<file path="src/rtl/conway_stream_engine.sv">
// rtl/conway_stream_engine.sv - streaming next-generation engine for Conway-style cellular automata
//
// Consumes one cell per accepted input beat in raster order and emits the next
// generation in the same order. Two 1-bit line buffers plus a 3x3 shift window
// form the neighbourhood. The birth/survive rule masks are latched at frame start.
//
// Ports:
//   clk, reset                 single clock, synchronous active-high reset
//   birth_mask, survive_mask   rule masks indexed by live-neighbour count
//   s_valid/s_ready/s_data     input cell stream
//   m_valid/m_ready/m_data     output cell stream
//   m_first, m_last            qualify output cells (0,0) and (H-1,W-1)
//   frame_done                 pulse on the cycle m_last is accepted
//   busy                       first accepted input until frame_done
//   population                 live cells of the last completed frame
//                              (present only when POPULATION_COUNT_EN is defined)
module conway_stream_engine #(
  parameter int WIDTH_PIXELS  = 64,
  parameter int HEIGHT_PIXELS = 48,
  parameter int COL_WIDTH     = $clog2(WIDTH_PIXELS),
  parameter int ROW_WIDTH     = $clog2(HEIGHT_PIXELS)
) (
  input  logic       clk,
  input  logic       reset,
  input  logic [8:0] birth_mask,
  input  logic [8:0] survive_mask,
  input  logic       s_valid,
  output logic       s_ready,
  input  logic       s_data,
  output logic       m_valid,
  input  logic       m_ready,
  output logic       m_data,
  output logic       m_first,
  output logic       m_last,
  output logic       frame_done,
`ifdef POPULATION_COUNT_EN
  output logic [$clog2(WIDTH_PIXELS*HEIGHT_PIXELS+1)-1:0] population,
`endif
  output logic       busy
);

  typedef enum logic [1:0] {IDLE, FILL, RUN, FLUSH} state_t;

  localparam logic [COL_WIDTH-1:0] COL_LAST = COL_WIDTH'(WIDTH_PIXELS - 1);
  localparam logic [ROW_WIDTH-1:0] ROW_LAST = ROW_WIDTH'(HEIGHT_PIXELS - 1);

  state_t                 state_q, state_d;
  logic [COL_WIDTH-1:0]   in_col_q, in_col_d, out_col_q, out_col_d;
  logic [ROW_WIDTH-1:0]   in_row_q, in_row_d, out_row_q, out_row_d;
  logic [8:0]             birth_q, birth_d, survive_q, survive_d;
  logic [2:0]             win_l_q, win_l_d, win_c_q, win_c_d;
  logic                   m_valid_q, m_valid_d, m_data_q, m_data_d;
  logic                   m_first_q, m_first_d, m_last_q, m_last_d;
  logic                   busy_q, busy_d;

  logic lb0_mem [WIDTH_PIXELS];
  logic lb1_mem [WIDTH_PIXELS];

  logic       in_phase, out_free, advance, produce, s_in;
  logic       lb0_rd, lb1_rd;
  logic [2:0] new_col, row_mask, l_m, c_m, r_m;
  logic       left_ok, right_ok;
  logic [3:0] n_live;
  logic       next_cell;

  assign in_phase   = (state_q != FLUSH);
  assign out_free   = !m_valid_q || m_ready;
  assign s_ready    = !reset && in_phase && out_free;
  assign advance    = in_phase ? (s_valid && s_ready) : (out_free && !reset);
  assign produce    = advance && (state_q == RUN || state_q == FLUSH);
  // Flush ticks shift in dead cells so the last rows see a zero bottom edge.
  assign s_in       = in_phase && s_data;

  // Read-before-write: lb0 holds row r-1, lb1 holds row r-2 at this column.
  assign lb0_rd  = lb0_mem[in_col_q];
  assign lb1_rd  = lb1_mem[in_col_q];
  assign new_col = {s_in, lb0_rd, lb1_rd};  // bit0 = top, bit2 = bottom

  // Masking is keyed on the centre coordinates, which also hides the
  // previous row's cells that wrap into the window at column edges.
  assign row_mask = {out_row_q != ROW_LAST, 1'b1, out_row_q != '0};
  assign left_ok  = (out_col_q != '0);
  assign right_ok = (out_col_q != COL_LAST);
  assign l_m      = win_l_q & row_mask & {3{left_ok}};
  assign c_m      = win_c_q & row_mask;
  assign r_m      = new_col & row_mask & {3{right_ok}};

  assign n_live = 4'(l_m[0]) + 4'(l_m[1]) + 4'(l_m[2]) + 4'(c_m[0]) + 4'(c_m[2])
                + 4'(r_m[0]) + 4'(r_m[1]) + 4'(r_m[2]);
  assign next_cell = win_c_q[1] ? survive_q[n_live] : birth_q[n_live];

  assign m_valid    = m_valid_q;
  assign m_data     = m_data_q;
  assign m_first    = m_first_q;
  assign m_last     = m_last_q;
  assign busy       = busy_q;
  assign frame_done = !reset && m_valid_q && m_ready && m_last_q;

  always_comb begin
    state_d   = state_q;
    in_col_d  = in_col_q;
    in_row_d  = in_row_q;
    out_col_d = out_col_q;
    out_row_d = out_row_q;
    birth_d   = birth_q;
    survive_d = survive_q;
    win_l_d   = win_l_q;
    win_c_d   = win_c_q;
    m_valid_d = m_valid_q;
    m_data_d  = m_data_q;
    m_first_d = m_first_q;
    m_last_d  = m_last_q;
    busy_d    = busy_q;

    if (advance) begin
      win_l_d = win_c_q;
      win_c_d = new_col;
      if (in_col_q == COL_LAST) begin
        in_col_d = '0;
        if (in_phase) in_row_d = (in_row_q == ROW_LAST) ? '0 : in_row_q + 1'b1;
      end else begin
        in_col_d = in_col_q + 1'b1;
      end
    end

    if (produce) begin
      if (out_col_q == COL_LAST) begin
        out_col_d = '0;
        out_row_d = (out_row_q == ROW_LAST) ? '0 : out_row_q + 1'b1;
      end else begin
        out_col_d = out_col_q + 1'b1;
      end
    end

    unique case (state_q)
      IDLE: if (advance) begin
        state_d   = FILL;
        birth_d   = birth_mask;
        survive_d = survive_mask;
      end
      // Beat W (row 1, col 0) is the last one before outputs start.
      FILL: if (advance && in_row_q == ROW_WIDTH'(1) && in_col_q == '0) state_d = RUN;
      RUN:  if (advance && in_row_q == ROW_LAST && in_col_q == COL_LAST) state_d = FLUSH;
      FLUSH: if (advance && out_row_q == ROW_LAST && out_col_q == COL_LAST) begin
        state_d  = IDLE;
        in_col_d = '0;
        in_row_d = '0;
      end
      default: state_d = IDLE;
    endcase

    if (produce) begin
      m_valid_d = 1'b1;
      m_data_d  = next_cell;
      m_first_d = (out_row_q == '0) && (out_col_q == '0);
      m_last_d  = (out_row_q == ROW_LAST) && (out_col_q == COL_LAST);
    end else if (m_ready) begin
      m_valid_d = 1'b0;
    end

    if (state_q == IDLE && advance) busy_d = 1'b1;
    else if (frame_done)            busy_d = 1'b0;
  end

  always_ff @(posedge clk) begin
    if (reset) begin
      state_q   <= IDLE;
      in_col_q  <= '0;
      in_row_q  <= '0;
      out_col_q <= '0;
      out_row_q <= '0;
      birth_q   <= '0;
      survive_q <= '0;
      win_l_q   <= '0;
      win_c_q   <= '0;
      m_valid_q <= 1'b0;
      m_data_q  <= 1'b0;
      m_first_q <= 1'b0;
      m_last_q  <= 1'b0;
      busy_q    <= 1'b0;
    end else begin
      state_q   <= state_d;
      in_col_q  <= in_col_d;
      in_row_q  <= in_row_d;
      out_col_q <= out_col_d;
      out_row_q <= out_row_d;
      birth_q   <= birth_d;
      survive_q <= survive_d;
      win_l_q   <= win_l_d;
      win_c_q   <= win_c_d;
      m_valid_q <= m_valid_d;
      m_data_q  <= m_data_d;
      m_first_q <= m_first_d;
      m_last_q  <= m_last_d;
      busy_q    <= busy_d;
    end
  end

  // Line buffers are deliberately left unreset; edge masking hides stale cells.
  always_ff @(posedge clk) begin
    if (advance) begin
      lb0_mem[in_col_q] <= s_in;
      lb1_mem[in_col_q] <= lb0_rd;
    end
  end

`ifdef POPULATION_COUNT_EN
  localparam int POP_WIDTH = $clog2(WIDTH_PIXELS*HEIGHT_PIXELS+1);

  logic [POP_WIDTH-1:0] pop_acc_q, pop_acc_d, population_q, population_d;

  assign population = population_q;

  always_comb begin
    pop_acc_d    = pop_acc_q;
    population_d = population_q;
    if (m_valid_q && m_ready) begin
      if (m_last_q) begin
        population_d = pop_acc_q + POP_WIDTH'(m_data_q);
        pop_acc_d    = '0;
      end else begin
        pop_acc_d = pop_acc_q + POP_WIDTH'(m_data_q);
      end
    end
  end

  always_ff @(posedge clk) begin
    if (reset) begin
      pop_acc_q    <= '0;
      population_q <= '0;
    end else begin
      pop_acc_q    <= pop_acc_d;
      population_q <= population_d;
    end
  end
`endif

endmodule

</file>
<file path="config.mk">
export PLATFORM = sky130hd
export DESIGN_NAME = conway_stream_engine
export DESIGN_NICKNAME = d
export VERILOG_FILES = /design/src/rtl/conway_stream_engine.sv
export SDC_FILE = /design/constraint.sdc
export NUM_CORES = 1
export LEC_CHECK = 0
export BUFFER_PORTS_ARGS = -buffer_cell sky130_fd_sc_hd__buf_2
export CAP_MARGIN = 10
export CORE_ASPECT_RATIO = 0.7
export CORE_MARGIN = 2
export CORE_UTILIZATION = 55
export CTS_CLUSTER_SIZE = 40
export DETAILED_ROUTE_END_ITERATION = 7
export PLACE_DENSITY = 0.78
export SYNTH_ARGS = -nofsm -noshare
export SYNTH_HDL_FRONTEND = slang
export SYNTH_SLANG_ARGS = --single-unit
</file>
<file path="constraint.sdc">
create_clock -name clk -period 7.8 [get_ports clk]
set_input_delay 0.78 -clock clk [delete_from_list [all_inputs] [get_ports clk]]
set_output_delay 0.78 -clock clk [all_outputs]
set_load 0.005 [all_outputs]
</file>
==> results of run 1 <==
path summary, 6_finish.rpt:
kind | startpoint | slack [ps] | to | cells after the start
worst max register to register | in_col_q[0] | 2090 | m_data | 16
worst max-delay path | in_col_q[0] | 2090 | m_data | 16
worst min-delay path | win_c_q[2] | 460 | win_l_q[2] | 2
worst min register to register | win_c_q[2] | 460 | win_l_q[2] | 2
metrics by stage:
| stage | total power (µW) | utilization [%] | std cells |
|---|---|---|---|
| after floorplan | 1350 | - | 689 |
| after global placement | 1400 | 57.9 | 885 |
| after detailed placement | 1420 | 57.9 | 885 |
| after CTS | 2210 | 61.6 | 917 |
| after global routing | 2290 | 61.6 | 917 |
| final | 2210 | 61.6 | 917 |
cell usage in the layout (no fill, tap or decap), types with 3 or more instances in the layout:
master	count
edfxtp_1	128
nor2_1	119
dfxtp_1	53
mux2i_1	46
nand2_1	43
buf_2	29
inv_1	23
nand3_1	19
a21oi_1	17
clkbuf_16	17
ha_1	16
a22oi_1	13
nand2b_1	12
nor3_1	11
o22ai_1	10
a221o_1	10
nor2b_1	10
nand4_1	9
mux4_2	9
xor2_1	8
o21ai_0	7
xnor2_1	7
a22o_1	6
o32ai_1	6
and3_1	6
a211oi_1	5
or2_2	4
and2_1	4
or3_1	4
a221oi_1	4
fa_1	4
clkinv_4	4
buf_4	4
a21o_1	3
nor3b_1	3
o2bb2ai_1	3
inv_8	3
inv_6	3
area by class of cell:
| cell class | count | area share (%) |
|---|---|---|
| clock inverter | 15 | 1.35 |
| timing repair buffer | 33 | 1.93 |
| inverter | 24 | 0.993 |
| multi-input combinational | 450 | 33.8 |
| clock buffer | 17 | 4.69 |
| tap | 195 | 2.69 |
| sequential | 183 | 54.6 |
power breakdown:
group	internal [µW]	total, µW	switching, µW
Clock	417	807	390
Sequential	1090	1120	35.1
Combinational	114	283	169
Total	1620	2210	595
flip-flops by register name (all words and copies together), names as in the netlist:
register and cells:
birth_q 9, busy 1, in_col_q 6, in_row_q 6, lb0_mem 64, lb1_mem 64
m_data 1, m_first 1, m_last 1, m_valid 1, out_col_q 6, out_row_q 6
state_q 2, survive_q 9, win_c_q 3, win_l_q 3
layer usage:
layer  up-vias  track usage, %  share of wire, %
li1       2574               -                 -
met1      2825            39.3                44
met2       324            36.5                43
met3        38            8.26                11
met4         0            8.08               1.8
met5         -               0                 0
critical path, cell delays in order, from the launching register on:
cell	delay (ps)
dfxtp_2	1030
clkinv_1	430
mux4_2	390
a211o_1	330
o211ai_1	120
a2111oi_2	80
nand2b_1	220
fa_1	510
inv_1	50
fa_1	540
ha_1	170
inv_1	50
fa_1	620
mux4_2	340
mux4_2	470
mux2i_1	130
a21oi_1	80
logic make-up after synthesis:
| logic type | count (synthesis) |
|---|---|
| adders and majority gates | 20 |
| AOI/OAI and AO/OA | 99 |
| muxes | 58 |
| buffers and inverters | 56 |
| xor gates and xnor gates | 15 |
| DFF | 183 |
| and+or+nand+nor | 258 |
==> summary.txt, run 1 <==
Clocking
  • Clock root buffer: clkbuf_16
  • Reg clk slew, reported paths: 70 ps
  • Worst-Skew Late Latency: 430 ps
  • Hold-fix buffers, CTS: 0
  • CTS sink cnt: 183
  • H-tree Lvls: 4
  • Setup bufs post-CTS: 0
  • CTS tree: done
  • Post_cts resized: 0
  • CTS Buf Count: 17
  • CTS max path bufs: 2

Floorplanning
  • Starting Density: 56.2%
  • Core Area: 0.0147 mm²
  • Die height: 107 µm
  • Die ar.: 0.0161 mm²
  • Die width: 151 µm
  • Number of core rows: 37
  • # IOs: 30

Run
  • Max Cap Violations: 0

GRT
  • Largest net degree at the start of global routing: 66
  • Global route total overflow: 0
  • Gr usage total: 26.2%
  • Initial antenna violation count: 0
  • Number of global-route vias before repair: 5582
  • Global-route wire length before repair: 31.2 mm

Synth
  • Syn_nets: 732
  • Register area share after synthesis: 59.8%
  • Synth top area cells: edfxtp_1, dfxtp_1, mux2i_1
  • Simple-Gate Fraction of Synth Area: 14.6%
  • Largest family of logic cells by synthesized area: simple AND/OR/NAND/NOR gates
  • Xor-xnor portion of the synthesized cell area: 1.59%
  • Area share of the largest cell type after synthesis: 46.5%
  • Ys flop type: edfxtp_1
  • Top-count cell post-synth: edfxtp_1
  • Yosys Warn Count: 0
  • Commonest cells in the netlist: edfxtp_1, nor2_1, dfxtp_1, mux2i_1, nand2_1
  • Number of synthesized register bits: 183
  • Cell Area, Synth: 0.00827 mm²
  • Syn Area/Cell: 12.0 µm²
  • Async S/R FF share, synth: 0%
  • Post-synth EDFFs: 128
  • Adder-cell share of the synthesized area: 3.39%
  • Post-synthesis mux area share: 8.47%
  • Post-Syn Instances: 689
  • Post-synth cell types: 63
  • Largest area contributor in the netlist: edfxtp_1
  • Post-synthesis compound-gate area fraction: 8.89%

Place
  • Pre-CTS setup slack: 2180 ps
  • RD Place Congestion: 0.958
  • Placement-stage cell area: 0.00852 mm²
  • Dpl hpwl: 13.2 mm
  • I/O Buffers: 29

Timing
  • Setup Viol. Count Final: 0
  • Tcrit/Tclk final: 73.2%
  • RSZ-0062 raised after global routing: false
  • Min Clock Period, post-route: 5710 ps
  • Final Skew: 11.5 ps
  • Max Slew Vio Count: 0
  • Worst rel slew slack: 28.8%
  • Hold slack: 461 ps
  • Final worst slack: 2090 ps
  • Slew @ Worst Pin: 1070 ps
  • Hold Vio Cnt, Final: 0
  • Setup TNS: 0 ps
  • Fmax: 175 MHz

Final layout
  • Share of layout cells above drive strength 1: 12.6%
  • Cell area after layout: 0.00907 mm²
  • Nets: 752
  • Diodes inserted: 0
  • Multi-input gate area: 0.00306 mm²
  • FF+latch area: 0.00495 mm²
  • Fillers: 1134
  • Layout overhead on the synthesized area: 9.62%

Setup path
  • Worst path arrival time: 5980 ps
  • Critical Setup Path Class: register to register
  • Crit end category: register
  • Max Fanout on Critical Path: 43
  • Critical Path Source Type: register
  • Critical Path RT: 8080 ps

Power
  • Leakage power: 0.00307 µW
  • Worst IR Drop VDD: 0.191 mV
  • Pwr per Cell Area: 244 mW/mm²

Detailed routing
  • Final wirelength: 20.0 mm
  • Wire per inst: 21.8 µm
  • ANT nets after route: 0
  • DR iter-0 viols: 981
  • Final routed DRC violation total: 0
  • DRT Pass-1 Iters: 6
  • Via density: 6.28
  • Total number of vias: 5761

Hold path
  • HP Class: register to register

Outcome
  • Status: finished, final reports clean
Note: power is estimated with default switching activity, not from simulation.
==> run 2, diff against run 1 <==
--- a/config.mk
+++ b/config.mk
@@ -5,6 +5,7 @@
 export SDC_FILE = /design/constraint.sdc
 export NUM_CORES = 1
 export LEC_CHECK = 0
+export ABC_AREA = 1
 export BUFFER_PORTS_ARGS = -buffer_cell sky130_fd_sc_hd__buf_2
 export CAP_MARGIN = 10
 export CORE_ASPECT_RATIO = 0.7
@@ -12,7 +13,7 @@
 export CORE_UTILIZATION = 55
 export CTS_CLUSTER_SIZE = 40
 export DETAILED_ROUTE_END_ITERATION = 7
-export PLACE_DENSITY = 0.78
+export PLACE_DENSITY = 0.81
 export SYNTH_ARGS = -nofsm -noshare
 export SYNTH_HDL_FRONTEND = slang
 export SYNTH_SLANG_ARGS = --single-unit
==> constraint.sdc (replaced) <==
create_clock -name clk -period 5 [get_ports clk]
set_input_delay 0.5 -clock clk [delete_from_list [all_inputs] [get_ports clk]]
set_output_delay 0.5 -clock clk [all_outputs]
set_load 0.005 [all_outputs]
==> summary.txt, run 2 <==
Final layout
  • Layout overhead on the synthesized area: 10.0%
  • Fillers: 1257 (+11%)
  • Nets: 1061 (+41%)
  • Most common cell after layout, fill and taps aside: nand2_1
  • Diodes inserted: 0 (unchanged)
  • Final Util: 61.7% (+0.15 points)
  • Most frequent cells in the layout: nand2_1, nor2_1, edfxtp_1
  • Largest regs: lb0_mem x64, lb1_mem x64
  • Share of layout cells above drive strength 1: 9.89% (-2.7 points)

Outcome
  • Status: finished, final reports clean

Power
  • Comb power frac: 15.0% (+2.2 points)
  • Leakage power: 0.00400 µW (+30%)
  • P_int: 2600 µW (+61%)
  • Flop pwr share: 48.3% (-2.5 points)
  • Pwr per Cell Area: 379 mW/mm² (+55%)
  • Clock power frac: 36.7% (+0.3 points)
  • Sw Share: 28.0% (+1.2 points)
  • Worst IR Drop VDD: 0.196 mV (+2.7%)
  • Switch Pwr: 1010 µW (+71%)

Clocking
  • Post_cts resized: 0 (unchanged)
  • CTS max path bufs: 2 (unchanged)
  • Reg clk slew, reported paths: 70 ps (about the same)
  • CTS Buf Count: 17 (unchanged)
  • Worst-Skew Late Latency: 440 ps (about the same)
  • Setup bufs post-CTS: 0 (unchanged)
  • CTS sink cnt: 183 (unchanged)
  • CTS tree: done
  • Clock root buffer: clkbuf_16
  • H-tree Lvls: 4 (unchanged)
  • Hold-fix buffers, CTS: 0 (unchanged)

Synth
  • Post-synth cell types: 46 (-27%)
  • Post-Syn Instances: 997 (+45%)
  • Synth top area cells: edfxtp_1, nand2_1, dfxtp_1
  • Syn Area/Cell: 8.70 µm² (-28%)
  • Largest area contributor in the netlist: edfxtp_1
  • Number of synthesized register bits: 183 (unchanged)
  • Yosys Warn Count: 0 (unchanged)
  • Ys flop type: edfxtp_1
  • Cell Area, Synth: 0.00867 mm² (+4.8%)
  • Async S/R FF share, synth: 0% (unchanged)
  • Post-synth EDFFs: 128 (unchanged)
  • Register area share after synthesis: 57.0% (-2.8 points)
  • Area share of the largest cell type after synthesis: 44.3% (-2.1 points)
  • Top-count cell post-synth: nand2_1
  • Syn_nets: 1040 (+42%)
  • Commonest cells in the netlist: nand2_1, nor2_1, edfxtp_1, inv_1, dfxtp_1

Timing
  • Hold slack: 314 ps (-147 ps)
  • Worst rel slew slack: 34.0% (+5.3 points)
  • Tcrit/Tclk final: 90.8% (+18 points)
  • Setup TNS: 0 ps (unchanged)
  • RSZ-0062 raised after global routing: false
  • Setup Viol. Count Final: 0 (unchanged)
  • Min Clock Period, post-route: 4540 ps (-1170 ps)
  • Final Skew: 12.0 ps (+0.522 ps)
  • Fmax: 220 MHz (+26%)
  • Hold Vio Cnt, Final: 0 (unchanged)
  • Slew @ Worst Pin: 989 ps (-79.9 ps)
  • Max Slew Vio Count: 0 (unchanged)

Place
  • RD Place Congestion: 0.873 (-8.9%)
  • Dpl hpwl: 12.2 mm (-7.6%)
  • I/O Buffers: 29 (unchanged)

Detailed routing
  • Wire per inst: 15.6 µm (-29%)
  • DR iter-0 viols: 744 (-24%)
  • ANT nets after route: 0 (unchanged)
  • Final routed DRC violation total: 0 (unchanged)
  • Final wirelength: 19.2 mm (-4.0%)
  • Via density: 5.37 (-15%)
  • Total number of vias: 6606 (+15%)
  • DRT Pass-1 Iters: 7 (+1)

Setup path
  • Crit-path max cell delay: 620 ps (-410 ps)
  • Critical Path RT: 5370 ps (-2710 ps)
  • Critical Path Slowest Stage Cell: fa_1
  • CP delay by family, top: adder cells
  • Crit end category: register
  • Most frequent CP cell: nand2_1
  • Worst path arrival time: 4910 ps (-1070 ps)
  • Worst path bufs/invs: 5 (+2)
  • Critical Path Source Type: register
  • RR Startpoint: in_col_q[0]
  • Critical Setup Path Class: register to register
  • Reg2Reg Setup Slack: 460 ps (-1630 ps)
  • Reg2reg path depth: 27 (+11)
  • Max Fanout on Critical Path: 46 (+7.0%)
  • Worst r2r dst: m_data

GRT
  • Global route total overflow: 0 (unchanged)
  • Initial antenna violation count: 0 (unchanged)
  • GRT Max-Usage Layer: met2
  • Number of global-route vias before repair: 6252 (+12%)
  • Grt met2 use: 36.7% (+0.25 points)
  • Global-route wire length before repair: 31.3 mm (+0.44%)
  • Largest net degree at the start of global routing: 78 (+18%)
  • Gr usage total: 24.2% (-2.0 points)
  • Met3 Use GR: 5.76% (-2.5 points)
  • Met1 Use GR: 34.8% (-4.5 points)

Floorplanning
  • Die width: 154 µm (+2.3%)
  • # IOs: 30 (unchanged)
  • Die ar.: 0.0168 mm² (+4.7%)
  • Starting Density: 56.1% (-0.066 points)
  • Core Area: 0.0155 mm² (+5.0%)
  • Number of core rows: 38 (+2.7%)
  • Die height: 109 µm (+2.3%)

Hold path
  • Worst Hold Launch: birth_mask[0]
  • WHS Endpoint: birth_q[0]
  • HP Class: primary input to register
  • Min-Delay Path Depth: 3 (+1)

Run
  • Max Cap Violations: 0 (unchanged)
## run 2: kinds of logic (layout without fill, tap and decap cells)
logic type,Yosys count,after routing,share of synthesized area [%]
xor gates and xnor gates,5,5,0.505
and+or+nand+nor,592,592,27.8
buffers and inverters,111,145,5.67
AOI/OAI and AO/OA,86,86,5.77
adders and majority gates,20,20,3.23
DFF,183,183,57.0
## run 2: power by group through the flow
| stage | clock (µW) | sequential (µW) | combinational, µW |
|---|---|---|---|
| after floorplan | 0 | 1770 | 399 |
| after global placement | 0 | 1780 | 522 |
| after detailed placement | 0 | 1780 | 534 |
| after CTS | 1340 | 1750 | 541 |
| after global routing | 1400 | 1750 | 618 |
| final | 1330 | 1750 | 543 |
## run 2: worst register-to-register path, delay by kind of cell, from the launching register on
| family | cells | cell delay [ps] |
|---|---|---|
| and+or+nand+nor | 15 | 1200 |
| DFF | 1 | 340 |
| AOI/OAI and AO/OA | 3 | 260 |
| buffers and inverters | 5 | 790 |
| adders and majority gates | 4 | 1870 |
## run 2: worst max-delay path by stage
stage,slack (ps),to,cells after the start,from
CTS,500,m_data,27,in_col_q[0]
finish,460,m_data,27,in_col_q[0]
global placement,710,m_data,24,in_col_q[2]
floorplan,330,m_data,27,in_col_q[0]
global route,120,m_data,27,in_col_q[0]
detailed placement,660,m_data,27,in_col_q[0]
## run 2: cell type report
class                   instances  area [µm²]  area share [%]
flip-flops and latches        183        4950            51.8
repair buffers                 37         230            2.41
clock inverters                13         128            1.34
clock buffers                  19         455            4.77
inverters                      76         293            3.07
multi-input cells             703        3240            33.9
well taps                     200         250            2.62
## run 2: stage by stage
| step | std cells | setup slack, ps | total power, µW | instance area [µm²] |
|---|---|---|---|---|
| 2_1_floorplan | 997 | 333 | 2170 | 8670 |
| 3_3_place_gp | 1199 | 708 | 2300 | 8960 |
| 3_5_place_dp | 1199 | 659 | 2310 | 8960 |
| 4_1_cts | 1231 | 505 | 3630 | 9540 |
| 5_1_grt | 1231 | 116 | 3780 | 9540 |
| 6_report | 1231 | 462 | 3620 | 9540 |
## run 2: metal layers
metal | part of all wire [%] | wire [µm]
met3 | 7.8 | 1490
met2 | 43 | 8190
met1 | 48 | 9130
met5 | 0 | 0
met4 | 1.8 | 347
